File: src/rtl/mac_accumulate_ctrl.sv
// Accumulates a vector of unsigned 16-bit products into one ACC_W-bit dot-product result.
// in_ready/out_valid are pure state decodes; the result is held in DONE until out_ready.
module mac_accumulate_ctrl #(
  parameter int ACC_W = 24,
  parameter int LEN_W = 8,
  parameter bit SAT   = 1'b1
) (
  input  logic             clk,
  input  logic             rst_n,
  input  logic             start,
  input  logic [LEN_W-1:0] vec_len,
  input  logic             clr,
  input  logic             in_valid,
  input  logic [15:0]      mul,
  output logic             in_ready,
  output logic             out_valid,
  input  logic             out_ready,
  output logic [ACC_W-1:0] out_data,
  output logic             ovf,
  output logic             busy
);

  typedef enum logic [1:0] {S_IDLE, S_ACC, S_DONE} state_t;

  state_t           state_q, state_d;
  logic [ACC_W-1:0] acc_q, acc_d;
  logic [ACC_W-1:0] out_data_q, out_data_d;
  logic [LEN_W-1:0] cnt_q, cnt_d;
  logic [LEN_W-1:0] len_q, len_d;
  logic             ovf_q, ovf_d;
  logic [ACC_W:0]   sum;
  logic [ACC_W-1:0] sum_adj;
  logic             accept;

  assign in_ready  = (state_q == S_ACC);
  assign out_valid = (state_q == S_DONE);
  assign busy      = (state_q != S_IDLE);
  assign out_data  = out_data_q;
  assign ovf       = ovf_q;
  assign accept    = in_valid & in_ready;

  // Carry out of the extra MSB is the overflow event; an all-ones acc re-saturates on any add.
  assign sum     = {1'b0, acc_q} + {{(ACC_W-15){1'b0}}, mul};
  assign sum_adj = (SAT && sum[ACC_W]) ? {ACC_W{1'b1}} : sum[ACC_W-1:0];

  always_comb begin
    state_d    = state_q;
    acc_d      = acc_q;
    cnt_d      = cnt_q;
    len_d      = len_q;
    out_data_d = out_data_q;
    ovf_d      = ovf_q;
    if (clr) begin
      state_d = S_IDLE;
      acc_d   = '0;
      cnt_d   = '0;
      ovf_d   = 1'b0;
    end else begin
      case (state_q)
        S_IDLE: begin
          if (start) begin
            ovf_d = 1'b0;
            if (vec_len != '0) begin
              len_d   = vec_len;
              acc_d   = '0;
              cnt_d   = '0;
              state_d = S_ACC;
            end else begin
              out_data_d = '0;
              state_d    = S_DONE;
            end
          end
        end
        S_ACC: begin
          if (accept) begin
            acc_d = sum_adj;
            cnt_d = cnt_q + LEN_W'(1);
            ovf_d = ovf_q | sum[ACC_W];
            if (cnt_q == len_q - LEN_W'(1)) begin
              out_data_d = sum_adj;
              state_d    = S_DONE;
            end
          end
        end
        S_DONE: begin
          if (out_ready) state_d = S_IDLE;
        end
        default: state_d = S_IDLE;
      endcase
    end
  end

  always_ff @(posedge clk or negedge rst_n) begin
    if (!rst_n) begin
      state_q    <= S_IDLE;
      acc_q      <= '0;
      cnt_q      <= '0;
      len_q      <= '0;
      out_data_q <= '0;
      ovf_q      <= 1'b0;
    end else begin
      state_q    <= state_d;
      acc_q      <= acc_d;
      cnt_q      <= cnt_d;
      len_q      <= len_d;
      out_data_q <= out_data_d;
      ovf_q      <= ovf_d;
    end
  end

endmodule
File: config.mk
export PLATFORM = sky130hd
export DESIGN_NAME = mac_accumulate_ctrl
export DESIGN_NICKNAME = d
export VERILOG_FILES = /design/src/rtl/mac_accumulate_ctrl.sv
export SDC_FILE = /design/constraint.sdc
export NUM_CORES = 1
export LEC_CHECK = 0
export CORE_MARGIN = 2
export CORE_UTILIZATION = 50
export DETAILED_ROUTE_END_ITERATION = 6
export PLACE_DENSITY = 0.74
export SYNTH_ARGS = -nofsm -noshare
export SYNTH_HDL_FRONTEND = slang
export SYNTH_SLANG_ARGS = --single-unit
File: constraint.sdc
create_clock -name clk -period 4.7 [get_ports clk]
set_clock_uncertainty 0.2 [all_clocks]
set_input_delay 0.94 -clock clk [delete_from_list [all_inputs] [get_ports clk]]
set_output_delay 0.94 -clock clk [all_outputs]
set_load 0.02 [all_outputs]
==> impl_metrics.toml <==
[status]
run_status = "complete, no violations"

[layout]
area_growth_pct = 22.3
multi_input_area_sq_um = 2290
drive_above_1_share_pct = 9.63
nNetsFinal = 553
seqCellArea_sq_um = 1680
n_antenna_cell = 0
nFillCells = 715

[yosys]
synth.distinct_cells = 53
ys.flop_type = "dfrtp_1"
syn-instance-count = 449
syn-cell-area_sq_um = 4100
avgSynthCellArea_sq_um = 9.13
async_flop_share_pct = 100
synth_seq_cells = 67
yosysTopAreaCellShare_pct = 40.9
synth_top_cells_by_count = "67 x dfrtp_1, 49 x nand2_1, 48 x o21ai_0"
synth_seq_area_share_pct = 40.9
ys_warn_count = 0
yosys-top-cells-area = "dfrtp_1 41%, o21ai_0 5.9%, ha_1 5.5%, nand2_1 4.5%, a21oi_1 4.0%"
synth_nets = 498
synth_top_cell_by_area = "dfrtp_1"
synth_edf_count = 0
yosysMostFrequentCell = "dfrtp_1"

[setup_path]
timing.rr.end = "acc_q[23]$_DFFE_PN0P_"
critPathKind = "primary input to flip-flop"
cpMostUsedCell = "o21ai_0"
cp-start-kind = "primary input"
timing.rr.start = "acc_q[0]$_DFFE_PN0P_"
critPathLaunch = "mul[0]"
rrSetupSlack_ns = 1.47
worstPathMaxFanout = 12
worstPathArrival_ns = 3.91
required_ns = 4.74
reg2reg_depth = 9
crit_chain = "clkdlybuf4s50_1 -> ha_1 -> fa_1 -> a211oi_1 -> o21ai_0 -> o21ai_0 -> a21oi_1 -> o31ai_1 -> o311ai_0 -> a22o_1"
cp-end-kind = "flip-flop"
crit_path_max_incr_delay_ns = 0.43
slowest_stage = "fa_1"
setup.worst_path.end = "acc_q[23]$_DFFE_PN0P_"

[worst_hold_path]
hp-class = "flip-flop to flip-flop"

[power_and_ir_drop]
cellLeakagePower_nw = 2.28
max-vdd-ir-drop_mv = 0.196
power_density_nw_per_um2 = 306
power_mw = 1.53

[clock_network]
numCtsBuffers = 9
clk_pin_slew_ns = 0.07
cts_resized = 0
postCtsHoldBufs = 0
cts_tree = "built"
htreeDepth = 3
post_cts_buffers = 0
cts_sinks = 67
clockBufferDepth = 2
cts-root-buf = "clkbuf_8"
clk_latency_ns = 0.35

[route]
vias = 3665
initialDrtViolationCount = 270
ant_nets = 0
firstDrtPassIters = 5
drt_wl_total_mm = 10.0
route.detailed.drc = 0
viasPerCell = 5.97
routedWlPerCell_microns = 16.3

[global_routing]
antenna_found_initial = 0
grt_pass1_vias = 3539
grt_first_pass_wirelength_mm = 16.6
track_usage_pct = 24.1
grt_max_degree = 43
grt_overflow = 0

[timing]
tns_ns = 0
post-route-period-util_pct = 82.4
setup_violations = 0
worst_slew_pin_slew_ns = 0.925
slew_headroom_pct = 38.3
timing.final.hold_violations = 0
rsz0062_at_grt = "false"
period_needed_ns = 3.87
slew_violations = 0
max_freq_mhz = 258

[floorplan]
start_util_pct = 50.6
dieArea_sq_um = 8940
ios = 58
num_rows = 33
core-area_sq_um = 8090
die_h_microns = 94.5
die_w_microns = 94.5

[place]
io_buffers = 57
place_congestion = 0.923
hpwlAfterDp_mm = 7.29

[run]
maxCapViolCount = 0
## cell usage in the layout (no fill, tap or decap), types with 3 or more instances in the layout
master | netlist | final
xor2_1 | 12 | 12
clkbuf_8 | 0 | 13
o31ai_1 | 5 | 5
nor2_1 | 33 | 32
mux2_2 | 10 | 10
a211oi_1 | 3 | 3
o211ai_1 | 3 | 3
nand2_1 | 49 | 49
nand2b_1 | 7 | 7
or3_1 | 6 | 6
and3_1 | 6 | 6
a22o_1 | 12 | 12
o31ai_2 | 4 | 4
a21oi_1 | 33 | 33
a21o_1 | 10 | 10
xnor2_1 | 13 | 13
buf_4 | 0 | 9
nor4_1 | 4 | 4
ha_1 | 18 | 18
nand4_1 | 7 | 7
a31oi_1 | 6 | 6
o21ai_0 | 48 | 48
inv_1 | 10 | 10
clkdlybuf4s50_1 | 0 | 56
o2bb2ai_1 | 6 | 6
nand3_1 | 20 | 20
dfrtp_1 | 67 | 67
## power breakdown
part	total, mW	internal [mW]	switching [mW]
Combinational	0.318	0.139	0.179
Sequential	0.638	0.608	0.0294
Clock	0.578	0.357	0.221
## worst max-delay path: cells and delay by family
kind,cells,cell delay (ns)
buffers and inverters,1,0.41
AO/OA/AOI/OAI,7,1.90
adder cells (fa/ha/maj),2,0.65
## final cells by class
type,count,area share (%)
inverter,10,0.749
clock buffer,13,3.57
multi-input combinational,350,45.6
clock inverter,3,1.35
timing repair buffer,66,12.6
tap,105,2.62
sequential,67,33.5
## routing by layer
layer,GRT usage (%),wire length (microns),vias to the layer above
met5,0,0,-
li1,-,-,1753
met1,31.1,4370,1746
met4,11.1,203,0
met3,4.55,622,22
met2,39.3,4830,144
## cells by family (layout without fill, tap and decap cells)
group	Yosys count	after routing	synth area share, %
AO/OA/AOI/OAI	149	149	24.5
adder cells (fa/ha/maj)	19	19	5.98
flip-flops	67	67	40.9
multiplexers	11	11	2.99
XOR/XNOR	25	25	5.34
buffers and inverters	32	92	3.39
AND/OR/NAND/NOR	146	146	16.9
## worst min path at each step
stage,end,slack (ns),cells past startpoint,startpoint
after floorplan,acc_q[11]$_DFFE_PN0P_,0.25,1,acc_q[11]$_DFFE_PN0P_
after global placement,acc_q[11]$_DFFE_PN0P_,0.27,1,acc_q[11]$_DFFE_PN0P_
after detailed placement,acc_q[13]$_DFFE_PN0P_,0.28,1,acc_q[13]$_DFFE_PN0P_
after CTS,acc_q[13]$_DFFE_PN0P_,0.29,1,acc_q[13]$_DFFE_PN0P_
after global routing,acc_q[13]$_DFFE_PN0P_,0.31,1,acc_q[13]$_DFFE_PN0P_
final,acc_q[14]$_DFFE_PN0P_,0.29,2,acc_q[14]$_DFFE_PN0P_
## flip-flops by register name (all words and copies together), names as in the netlist
name,count
state_q,2
acc_q,24
out_data,24
len_q,8
cnt_q,8
ovf,1
## stage by stage
stage / instances / area (sq um) / worst slack [ns] / hold slack [ns] / utilization [%]
3_5_place_dp: 598 / 4760 / 0.544 / 0.276 / 58.9
3_3_place_gp: 598 / 4760 / 0.604 / 0.269 / 58.9
2_1_floorplan: 449 / 4100 / 1.15 / 0.253 / -
4_1_cts: 614 / 5010 / 0.856 / 0.293 / 61.9
6_report: 614 / 5010 / 0.828 / 0.290 / 61.9
5_1_grt: 614 / 5010 / 0.658 / 0.307 / 61.9
(Power assumes the default switching activity.)
